`src/rtl/alu_pkg.sv`:
```
// rtl/alu_pkg.sv - shared ALU types and width defaults
package alu_pkg;

    typedef enum logic [1:0] {
        IDLE = 2'd0,
        RUN  = 2'd1,
        DONE = 2'd2
    } mul_state_t;

    localparam int DEFAULT_WIDTH = 32;

endpackage

```
`src/rtl/adderNbit.sv`:
```
// rtl/adderNbit.sv - N-bit ripple-carry adder with carry in/out
module adderNbit #(
    parameter int N = 32
) (
    input  logic [N-1:0] a_i,
    input  logic [N-1:0] b_i,
    input  logic         c_i,
    output logic [N-1:0] s_o,
    output logic         c_o
);

    logic [N:0] w_carry;

    assign w_carry[0] = c_i;

    for (genvar i = 0; i < N; i++) begin : g_bit
        assign s_o[i]         = a_i[i] ^ b_i[i] ^ w_carry[i];
        assign w_carry[i + 1] = (a_i[i] & b_i[i]) | (w_carry[i] & (a_i[i] ^ b_i[i]));
    end

    assign c_o = w_carry[N];

endmodule

```
`src/rtl/shift_add_multiplier.sv`:
```
// rtl/shift_add_multiplier.sv - sequential radix-2 shift-and-add N x N -> 2N multiplier
module shift_add_multiplier
    import alu_pkg::*;
#(
    parameter  int N     = DEFAULT_WIDTH,
    localparam int CNT_W = $clog2(N) + 1
) (
    input  logic           clk_i,
    input  logic           rst_ni,
    input  logic           valid_i,
    output logic           ready_o,
    input  logic [N-1:0]   a_i,
    input  logic [N-1:0]   b_i,
    output logic           valid_o,
    input  logic           ready_i,
    output logic [2*N-1:0] product_o,
    output logic           busy_o
);

    mul_state_t       r_state;
    logic [N-1:0]     r_acc_hi;
    logic [N-1:0]     r_acc_lo;
    logic [N-1:0]     r_mcand;
    logic [CNT_W-1:0] r_cnt;

    logic [N-1:0]     w_add_b;
    logic [N-1:0]     w_sum;
    logic             w_cout;

    // acc_lo doubles as the multiplier: its LSB selects the partial product each cycle
    assign w_add_b = r_acc_lo[0] ? r_mcand : '0;

    adderNbit #(.N(N)) u_adder (
        .a_i (r_acc_hi),
        .b_i (w_add_b),
        .c_i (1'b0),
        .s_o (w_sum),
        .c_o (w_cout)
    );

    always_ff @(posedge clk_i or negedge rst_ni) begin
        if (!rst_ni) begin
            r_state  <= IDLE;
            r_acc_hi <= '0;
            r_acc_lo <= '0;
            r_mcand  <= '0;
            r_cnt    <= '0;
        end else begin
            case (r_state)
                IDLE: begin
                    if (valid_i) begin
                        r_mcand  <= a_i;
                        r_acc_lo <= b_i;
                        r_acc_hi <= '0;
                        r_cnt    <= '0;
                        r_state  <= RUN;
                    end
                end
                RUN: begin
                    // carry-out lands in the MSB so the 2N-bit result cannot overflow
                    {r_acc_hi, r_acc_lo} <= {w_cout, w_sum, r_acc_lo[N-1:1]};
                    r_cnt                <= r_cnt + CNT_W'(1);
                    if (r_cnt == CNT_W'(N - 1)) begin
                        r_state <= DONE;
                    end
                end
                DONE: begin
                    if (ready_i) begin
                        r_state <= IDLE;
                    end
                end
                default: r_state <= IDLE;
            endcase
        end
    end

    assign ready_o   = (r_state == IDLE);
    assign busy_o    = (r_state == RUN);
    assign valid_o   = (r_state == DONE);
    assign product_o = (r_state == DONE) ? {r_acc_hi, r_acc_lo} : '0;

endmodule

```
`config.mk`:
```
export PLATFORM = sky130hd
export DESIGN_NAME = shift_add_multiplier
export DESIGN_NICKNAME = d
export VERILOG_FILES = /design/src/rtl/alu_pkg.sv /design/src/rtl/adderNbit.sv /design/src/rtl/shift_add_multiplier.sv
export SDC_FILE = /design/constraint.sdc
export NUM_CORES = 1
export LEC_CHECK = 0
export ABC_CLOCK_PERIOD_IN_PS = 15200
export CELL_PAD_IN_SITES_DETAIL_PLACEMENT = 0
export CELL_PAD_IN_SITES_GLOBAL_PLACEMENT = 2
export CORE_MARGIN = 4
export CORE_UTILIZATION = 31
export DETAILED_ROUTE_END_ITERATION = 16
export GPL_ROUTABILITY_DRIVEN = 1
export PLACE_DENSITY_LB_ADDON = 0.1
export SYNTH_ARGS = -nofsm -noshare
export SYNTH_HDL_FRONTEND = slang
export SYNTH_SLANG_ARGS = --single-unit
export TNS_END_PERCENT = 5
```
`constraint.sdc`:
```
create_clock -name clk_i -period 15.2 [get_ports clk_i]
set_clock_uncertainty 0.1 [all_clocks]
set_input_delay 2.28 -clock clk_i [delete_from_list [all_inputs] [get_ports clk_i]]
set_output_delay 2.28 -clock clk_i [all_outputs]
set_load 0.02 [all_outputs]
```
; Word-level counts from Yosys, hierarchy flattened
; Cells that the tools add are included.
[word_totals]
romBits = 0
ramBits = 0
regBits = 104
out_inout_bits = 67
latchBits = 0
n_memories = 0
wordCells = 186
inputBits = 68
[classes]
multipliers = 0
n_eq_ne = 6
bitwise = 157
n_lt_le_gt_ge = 0
n_addsub = 1
n_reduce_logical = 5
n_shift = 0
mux = 12
n_div = 0
[op_table]
columns = cell, count
row1 = $pmux W32 S2, 2
row2 = $mux W32, 3
row3 = $mux W64, 1
row4 = $and A1 B1 Y1, 63
row5 = $xor A1 B1 Y1, 63
row6 = $or A1 B1 Y1, 31
row7 = $pmux W6 S2, 1
row8 = $add A6 B1 Y6 const B, 1
row9 = $eq A6 B5 Y1 const B, 1
row10 = $mux W2, 3
row11 = $mux W6, 1
row12 = $pmux W2 S3, 1
row13 = $ne A2 B1 Y1 const B, 2
row14 = $reduce_and A2 Y1, 2
row15 = $reduce_and A3 Y1, 1
row16 = $eq A2 B1 Y1 const B, 1
row17 = $eq A2 B2 Y1 const B, 1
row18 = $logic_not A2 Y1, 1
row19 = $ne A2 B2 Y1 const B, 1
row20 = $reduce_bool A2 Y1, 1

; Depth between registers and ports, before layout
[depth]
depth_word = 65
ltp_mapped = 38
mapped_depth_nobuf = 37

; Cells and area by module
; A second synthesis with hierarchy kept.
[unflattened]
hier_cells = 549
hier_area_um2 = 5647.9
[by_module_without_submodules]
columns = module, seq_area_each_um2, n_inst, area_each_um2, cells_per_inst
row1 = shift_add_multiplier, 2602.5, 1, 4969.8, 507
row2 = adderNbit, 0.0, 1, 678.2, 42

; Least setup slack after synthesis
; Ideal clock, no wire load.
[synth_timing]
path_kind = reg2reg
startpoint = register r_acc_lo[0]
endpoint = register r_acc_hi[30]
t_required_ps = 14971
path_stages_with_launch = 38
setup_time_ps = 129
slack_ps = 1270
n_path_buf = 2
arrival_ps = 13701
period_less_slack_ps = 13930
cell_sequence = dfrtp_1 clkbuf_1 clkbuf_1 nand2_1 fa_1 fa_1 fa_1 fa_1 fa_1 fa_1 fa_1 fa_1 fa_1 fa_1 fa_1 fa_1 fa_1 fa_1 [... 2 more ...] fa_1 fa_1 fa_1 fa_1 fa_1 fa_1 fa_1 fa_1 fa_1 fa_1 fa_1 fa_1 fa_1 inv_1 fa_1 inv_1 fa_1 o22ai_1
[synth_via]
elab_chain_cells = 64
elab_cells_between_ends = 125
classes_between = mux: 2 / bitwise: 123
[synth_lines]
columns = element, line_no
row1 = from (decl), shift_add_multiplier.sv:22  ; logic [N-1:0] r_acc_lo;
row2 = from (signal assigned), shift_add_multiplier.sv:53  ; r_acc_lo <= b_i;
row3 = from (signal assigned), shift_add_multiplier.sv:61  ; {r_acc_hi, r_acc_lo} <= {w_cout, w_sum, r_acc_lo[N-1:1]};
row4 = $mux W32 (*), shift_add_multiplier.sv:31  ; assign w_add_b = r_acc_lo[0] ? r_mcand : '0;
row5 = $and A1 B1 Y1 or $xor A1 B1 Y1 (tied branches), adderNbit.sv:18  ; assign w_carry[i + 1] = (a_i[i] & b_i[i]) | (w_carry[i] & (a_i[i] ^ b_i[i]));
row6 = $and A1 B1 Y1, adderNbit.sv:18
row7 = $or A1 B1 Y1, adderNbit.sv:18
row8 = $and A1 B1 Y1, adderNbit.sv:18
row9 = $or A1 B1 Y1, adderNbit.sv:18
row10 = $and A1 B1 Y1, adderNbit.sv:18
row11 = $or A1 B1 Y1, adderNbit.sv:18
row12 = [... 48 more ...], --
row13 = $and A1 B1 Y1, adderNbit.sv:18
row14 = $or A1 B1 Y1, adderNbit.sv:18
row15 = $and A1 B1 Y1, adderNbit.sv:18
row16 = $or A1 B1 Y1, adderNbit.sv:18
row17 = $and A1 B1 Y1, adderNbit.sv:18
row18 = $or A1 B1 Y1, adderNbit.sv:18
row19 = $xor A1 B1 Y1 (*), adderNbit.sv:17  ; assign s_o[i] = a_i[i] ^ b_i[i] ^ w_carry[i];
row20 = $pmux W32 S2 (*), shift_add_multiplier.sv:49  ; case (r_state)
row21 = to (signal assigned), shift_add_multiplier.sv:61
row22 = to (decl), shift_add_multiplier.sv:21  ; logic [N-1:0] r_acc_hi;
; Every way passes the cells marked *; elsewhere a longest branch is shown, timed or not.
; A chain may end at the register's enable or synchronous reset.

; Final worst setup path
; Ends and elaborated chain as after synthesis.

==> summary.md <==
| Metric | Value |
|---|---|
| Synth top cells by count | `dfrtp_1, nand2_1, and2_1` |
| Worst hold margin | `0.3763 ns` |
| Synth-to-Final Area Change | `31.08%` |
| Die height | `approximately 140 um` |
| Unique cell type count in the Yosys netlist | `33` |
| DR vias | `4194` |
| Initial core utilization | `0.3156` |
| Synth Instances | `562` |
| Remaining DRCs | `0` |
| Total track usage | `0.1414` |
| Yosys top cell by area | `dfrtp_1` |
| Grt total ovfl | `0` |
| Total Power | `1239 uW` |
| Ratio of cells with drive above 1 in the final layout | `0.08148` |
| Root Buffer | `clkbuf_16` |
| Hold path startpoint | `r_cnt[5]$_DFFE_PN0P_` |
| Fin. max-slew vios | `0` |
| Maximum vdd drop | `0.00006390 V` |
| Fin crit share | `0.9399` |
| First-pass detailed-route iteration total | `4` |
| Worst EP arrival | `around 14 ns` |
| Worst rel slew slack | `0.2645` |
| CTS buffer count | `9` |
| Final cell count without fillers | `between 900 and 1k` |
| Most common cell on crit path | `fa_1` |
| Core Area | `18020 um2` |
| Hold-critical path depth | `1` |
| Synth warn | `0` |
| Die width | `about 140 um` |
| Fill cells | `around 1.8k` |
| Fin crit period | `about 14 ns` |
| Mapped Area | `5689 um2` |
| Reg2Reg Depth | `36` |
| CP required | `between 15 and 20 ns` |
| CTS Sinks | `between 100 and 150` |
| CTS Hold Buffers Added | `0` |
| Vias in the first global route | `4483` |
| RSZ-0062 raised after global routing | `no` |
| Most instantiated library cell after synthesis | `dfrtp_1` |
| Critical path class | `reg2reg` |
| Worst skew pair latency | `between 0.3 and 0.4 ns` |
| Final net count | `772` |
| Final Hold Fails | `0` |
| Worst hold path type | `reg2reg` |
| IO Port Bufs | `134` |
| CTS-repair resized insts | `0` |
| Actual slew at the worst max-slew pin | `between 1 and 1.5 ns` |
| Pwr Density | `166.2 nW/um2` |
| CP max FO | `33` |
| CTS tree | `done` |
| Max incr delay on CP | `0.49 ns` |
| Die area | `20580 um2` |
| DP Cell Count | `a little under 900` |
| Post-CTS setup buffer count | `0` |
| H-tree Lvls | `3` |
| Avg Vias per Cell | `4.639` |
| Post-synth EDFFs | `0` |
| Synth area leaders | `dfrtp_1, fa_1, and2_1` |
| Max stage delay cell, worst path | `fa_1` |
| Clock transition at path regs | `0.07 ns` |
| Top cell type's share of synthesized area | `0.4574` |
| CP bufs+invs | `3` |
| Max Freq | `between 0.06 and 0.07 GHz` |
| Final TNS setup | `0 ns` |
| CP Launch Point | `r_acc_lo[0]$_DFFE_PN0P_` |
| Final setup viols | `0` |
| Delay-heaviest family, CP | `adder cells` |
| Row count | `49` |
| Ant diodes | `0` |
| Final Wtd Congestion | `0.7137` |
| Initial antenna violation count | `0` |
| DRT iter0 DRCs | `between 150 and 200` |
| First-pass GRT wire length | `23.29 mm` |
| Crit. End Element | `register` |
| Max Root-Sink Buffers | `2` |
| ANT nets after route | `0` |
| Largest net degree at the start of global routing | `69` |
| Ys async rst share | `1.000` |
| HPWL Detailed | `8.963 mm` |
| Lkg Pwr | `0.003103 uW` |
| IO Pins | `135` |
| R2R Path Start | `r_acc_lo[0]$_DFFE_PN0P_` |
| Register area share after synthesis | `0.4574` |
| WL final | `~14 mm` |
| Synth Flop Type | `dfrtp_1` |
| MaxCap Viol Count | `0` |
| Startpoint type of the worst setup path | `register` |
| Post-synthesis register bit count | `roughly 100` |
| WL/cell | `about 15 um` |
| Avg Inst Size Synth | `10.12 um2` |
| Syn nets | `663` |
| Outcome | `finished, final reports clean` |
| Critical Path Stages | `36` |
==> per-layer routing <==
metal	part of all wire	GRT usage
met1	0.45	0.1889
met2	0.48	0.2296
met3	0.056	0.03228
met4	0.012	0.04460
met5	0	0
==> power breakdown <==
group	switching (uW)	total, uW	internal (uW)	leakage [uW]
clock network	101	225	124	0.000142
registers	89.3	512	423	0.00126
logic	255	502	247	0.00170
total	445	1240	794	0.00310
==> state kept, by name (all words and copies together) (netlist names) <==
register,cells
r_acc_hi,32
r_acc_lo,32
r_cnt,6
r_mcand,32
r_state,2
==> cell type report <==
type / instances / area, um2 / area share
multi-input cells: 381 / 2764 / 0.3706
flip-flops and latches: 104 / 2604 / 0.3492
repair buffers: 141 / 1391 / 0.1866
well taps: 229 / 286.5 / 0.03842
clock buffers: 13 / 270.3 / 0.03624
inverters: 34 / 127.6 / 0.01711
clock inverters: 2 / 13.76 / 0.001846
==> path summary, 6_finish.rpt <==
path,end,slack (ns)
max in group asynchronous,r_acc_hi[14]$_DFFE_PN0P_,11.96
hold / removal,r_cnt[5]$_DFFE_PN0P_,0.38
min in group asynchronous,r_acc_lo[8]$_DFFE_PN0P_,1.86
setup reg to reg,r_acc_hi[30]$_DFFE_PN0P_,0.91
setup / recovery,r_acc_hi[30]$_DFFE_PN0P_,0.91
hold reg to reg,r_cnt[5]$_DFFE_PN0P_,0.38
==> cells in the final DEF, fill, tap and decap left out, drive strengths merged <==
| cell | synthesis | routed |
|---|---|---|
| nand2b | 4 | 4 |
| nor2b | 1 | 1 |
| mux2i | 2 | 2 |
| buf | 23 | 8 |
| nor2 | 3 | 3 |
| and2 | 66 | 66 |
| nand4b | 1 | 1 |
| clkdlybuf4s50 | 0 | 133 |
| o21ai | 34 | 34 |
| inv | 34 | 34 |
| clkinv | 0 | 2 |
| or3 | 1 | 1 |
| o31ai | 2 | 2 |
| and2b | 1 | 1 |
| o22ai | 32 | 32 |
| mux2 | 32 | 32 |
| a22oi | 4 | 4 |
| xor2 | 1 | 1 |
| nor3b | 1 | 1 |
| a21oi | 28 | 28 |
| nand3 | 4 | 4 |
| clkbuf | 20 | 13 |
| nor3 | 1 | 1 |
| nand2 | 100 | 100 |
| a22o | 1 | 1 |
| o21bai | 1 | 1 |
| dfrtp | 104 | 104 |
| ha | 2 | 2 |
| fa | 31 | 31 |
| and3b | 28 | 28 |
==> worst reg2reg max path: cells and delay by family (launching register included) <==
family | cells | cell delay (ns)
buf+inv | 3 | 0.47
compound gates | 1 | 0.08
fa+ha+maj | 31 | 12.99
simple gates | 1 | 0.14
flops | 1 | 0.34
==> cells by family after synthesis <==
group	Yosys count	share of synthesized area
and+or+nand+nor	211	0.1997
DFF	104	0.4574
AOI/OAI and AO/OA	102	0.1025
buffers and inverters	77	0.05850
muxes	34	0.06686
adders and majority gates	33	0.1135
xor gates and xnor gates	1	0.001540
==> stage by stage <==
stage                     utilization  setup slack [ns]  area [um2]
after floorplan                     -             1.270        5689
after global placement         0.3980            0.8557        7173
after detailed placement       0.3980            0.7535        7173
after CTS                      0.4137            0.7020        7457
after global routing           0.4137            0.2523        7457
final                          0.4137            0.9140        7457
Note: power is estimated with default switching activity, not from simulation.
==> variant 1, RTL diff (same settings) <==
Set the package constant `DEFAULT_WIDTH` to 16 (it was 32).
--- a/src/rtl/alu_pkg.sv
+++ b/src/rtl/alu_pkg.sv
@@ -7,7 +7,7 @@
         DONE = 2'd2
     } mul_state_t;
 
-    localparam int DEFAULT_WIDTH = 32;
+    localparam int DEFAULT_WIDTH = 16;
 
 endpackage
 
Ports: changed (resized a_i, b_i and product_o); port bits go from 135 to 71. The function was not compared with the original's and may differ.
==> variant 1 against the unedited design <==
Worst setup slack better by 7.0 ns; synthesized cell count is 48% lower; critical path depth is 15 lower; total power is 53% lower; core utilization is 0.090 points lower; wire length is 51% lower; first-iteration DRC count is 71% lower; sequential share of layout area is 0.66 points higher; design area is 48% lower; sequential cell count is 49 lower; synthesized area is 47% lower; fmax is 96% higher.
==> variant 1: results <==
[synthesis]
synthTopCellsByCount = dfrtp_1, nand2_1, and2_1
postSynthCellCount = 292
synthArstFlopShare = 1.00
synth-compound-area-share = 0.111
synth_adder_area_share = 0.111
synthMuxAreaShare = 0.0751
synth_xor_xnor_area_share = 0
syn_nets = 346
ys_warn_count = 0
yosysSeqAreaShare = 0.454
ys_types = 29
synth_area_leaders = dfrtp_1, fa_1, and2_1

[drt]
dr.pass1.iters = 6
wl_met1_mm = 3.33
viasPerCell = 4.53
drt-initial-drc-count = 52
wl_met2_mm = 3.09
wl_per_cell_um = 14.3
remaining_drc_errors = 0
num_vias = 2176
dr_wl_met3_um = 362

[placed_design]
post-place-ws_ns = 7.88
dpl_cell_area_um2 = 3800
portBuffers = 70
dp_hpwl_mm = 4.58
gp_congestion = 0.709
post-place-cells = 474

[global_routing]
grt_max_degree = 56
track_usage = 0.123
grt_use_met1 = 0.167
antenna_found_initial = 0
grt_use_met3 = 0.0307
grt_use_met2 = 0.197
grt_pass1_wl_mm = 11.2

[layout]
drive_above_1_share = 0.0826
top_regs = r_acc_hi x16, r_acc_lo x16, r_mcand x16
nNetsFinal = 406
n_fill_cell = 975

[clocking]
clk_latency_ns = 0.30
cts_setup_buffers = 0
ctsLongestPathBuffers = 2
cts_inserted_buffers = 5
cts.clk_slew.worst_paths_ns = 0.09
cts_root_buf = clkbuf_8
htreeDepth = 2

[outcome]
outcome = complete, no violations

[power_and_ir_drop]
p_leak_nw = 1.62
p_per_area_nw_per_um2 = 152
irDropWorstVdd_mv = 0.0537

[setup_path]
cp_top_family = adder cells
crit_arrival_ns = 7.33
worstPathMaxFanout = 18
cpPeakStageDelay_ns = 0.71
crit_slowest_cell = dfrtp_1

[timing]
tightest_slew_ns = 0.976

[hold_path]
hold_class = flip-flop to flip-flop

[run]
cap_violations = 0
variant 1: final cells by class:
cell class	instances	share of cell area
inverters	20	0.0194
repair buffers	74	0.188
multi-input cells	196	0.377
clock buffers	6	0.0188
flip-flops and latches	55	0.356
well taps	129	0.0417
variant 1: path summary, 6_finish.rpt:
path                                             to  cells past startpoint               startpoint  slack [ns]
max                        r_acc_hi[14]$_DFFE_PN0P_                     21  r_acc_lo[0]$_DFFE_PN0P_        7.92
min                          r_mcand[0]$_DFFE_PN0P_                      1   r_mcand[0]$_DFFE_PN0P_        0.41
max reg2reg                r_acc_hi[14]$_DFFE_PN0P_                     21  r_acc_lo[0]$_DFFE_PN0P_        7.92
min reg2reg                  r_mcand[0]$_DFFE_PN0P_                      1   r_mcand[0]$_DFFE_PN0P_        0.41
max in group asynchronous    r_mcand[1]$_DFFE_PN0P_                      2                   rst_ni       12.51
min in group asynchronous   r_acc_lo[4]$_DFFE_PN0P_                      2                   rst_ni        2.01
variant 1: worst register-to-register path: stages, from the launching register on:
cell     delay [ns]
dfrtp_1        0.71
and2_1         0.22
ha_1           0.14
inv_1          0.05
fa_1           0.37
fa_1           0.38
fa_1           0.39
fa_1           0.39
fa_1           0.39
fa_1           0.39
fa_1           0.40
fa_1           0.40
fa_1           0.40
fa_1           0.39
fa_1           0.41
fa_1           0.39
fa_1           0.36
inv_1          0.07
fa_1           0.15
inv_1          0.05
fa_1           0.47
o22ai_1        0.08
variant 1: power by group:
part | internal [mW] | total, mW | switching (mW) | leakage (nW)
logic | 0.124 | 0.243 | 0.119 | 0.907
registers | 0.217 | 0.268 | 0.0508 | 0.676
clock network | 0.0309 | 0.0768 | 0.0458 | 0.0371
==> variant 2, RTL diff (same settings) <==
Without the edit above. Encoding of `mul_state_t`: now one-hot (3 bits for 3 states).
--- a/src/rtl/alu_pkg.sv
+++ b/src/rtl/alu_pkg.sv
@@ -1,10 +1,10 @@
 // rtl/alu_pkg.sv - shared ALU types and width defaults
 package alu_pkg;
 
-    typedef enum logic [1:0] {
-        IDLE = 2'd0,
-        RUN  = 2'd1,
-        DONE = 2'd2
+    typedef enum logic [2:0] {
+        IDLE = 3'b001,
+        RUN  = 3'b010,
+        DONE = 3'b100
     } mul_state_t;
 
     localparam int DEFAULT_WIDTH = 32;
Formal check against the unedited RTL: no difference found for any inputs over 10 cycles, from zero or initial values and one cycle with rst_ni low; not proved beyond that.
==> variant 2 against the unedited design <==
Sequential cell count grew 1; design area shrank 2.8%; core utilization increased by 0.53 points; synthesized area down 4.0%; count of clock-buffer cells in the layout unchanged; sequential share of layout area grew 1.4 points; hold slack lost 0.00076 ns; via count is 2.6% higher; wire length is 7.3% higher; worst setup slack got worse by 0.11 ns; total power down 6.6%.
==> variant 2: results <==
[die]
taps = 225

[layout]
buf_share = 0.191
drive_above_1_share = 0.0443
nNetsFinal = 774
nonClockBufferCount = 140
inverters = 35
multi_input_area_share = 0.344
final-clk-cell-share = 0.0456
num-multi-input-gates = 382
syn2layout_area_growth_pct = 32.8
n_fill_cell = 1714
fin_cells = 902
seq-cell-share = 0.363

[placed_design]
post-place-cells = 887
post-place-ws_ns = 0.680
dp_hpwl_mm = 9.65
dpl_cell_area_um2 = 6920
gp_congestion = 0.754

[setup_path]
reg2reg_slack_ns = 0.80
crit_slowest_cell = dfrtp_1
cpPeakStageDelay_ns = 0.66
worstPathMaxFanout = 16
worstRegToRegCells = 37

[synthesis]
yosysSeqAreaShare = 0.482
postSynthCellCount = 566
synthMuxAreaShare = 0.0112
synth_area_leaders = dfrtp_1, fa_1, nand2_1
synthTopCellsByCount = nand2_1, dfrtp_1, and3_1, inv_1, nand3_1
ys_types = 36
syn_nets = 667
synth_xor_xnor_area_share = 0

[power_and_ir_drop]
switching_share = 0.378
p_total_mw = 1.16
pg_comb_mw = 0.408
irDropWorstVdd_mv = 0.0590
power.clock.fraction = 0.225
p_leak_nw = 3.10

[drt]
dr.pass1.iters = 7
num_vias = 4305
drt-initial-drc-count = 185
wl_mm = 14.9

[global_routing]
grt_pass1_vias = 4631
grt_max_degree = 79
track_usage = 0.154
antenna_found_initial = 1

[outcome]
outcome = complete, no violations

[hold_path]
min_from = r_mcand[0]$_DFFE_PN0P_

[timing]
whs_ns = 0.376
tightest_slew_ns = 1.14
variant 2: cell count changes in the layout (fill, tap and decap cells not counted), sizes merged, moves of 29 or more:
| cell | change |
|---|---|
| and2 | -64 |
| mux2 | -31 |
| o22ai | -31 |
| nand2 | +62 |
| and3 | +34 |
| nor2 | +30 |
| o2bb2ai | +31 |
| nand3 | +29 |
| o21ai | -32 |
variant 2: metal layers:
layer  vias up  global-route usage  routed length [um]
li1       2072                   -                   -
met1      2089               0.217                7080
met2       126               0.241                6770
met3        16              0.0288                 818
met4         2              0.0490                 215
met5         -                   0                   7
variant 2: worst min path at each step:
| stage | endpoint | cells past startpoint |
|---|---|---|
| floorplan | r_cnt[5]$_DFFE_PN0P_ | 1 |
| global placement | r_mcand[30]$_DFFE_PN0P_ | 2 |
| detailed placement | r_mcand[0]$_DFFE_PN0P_ | 2 |
| CTS | r_mcand[0]$_DFFE_PN0P_ | 2 |
| global route | r_cnt[5]$_DFFE_PN0P_ | 1 |
| finish | r_mcand[0]$_DFFE_PN0P_ | 2 |
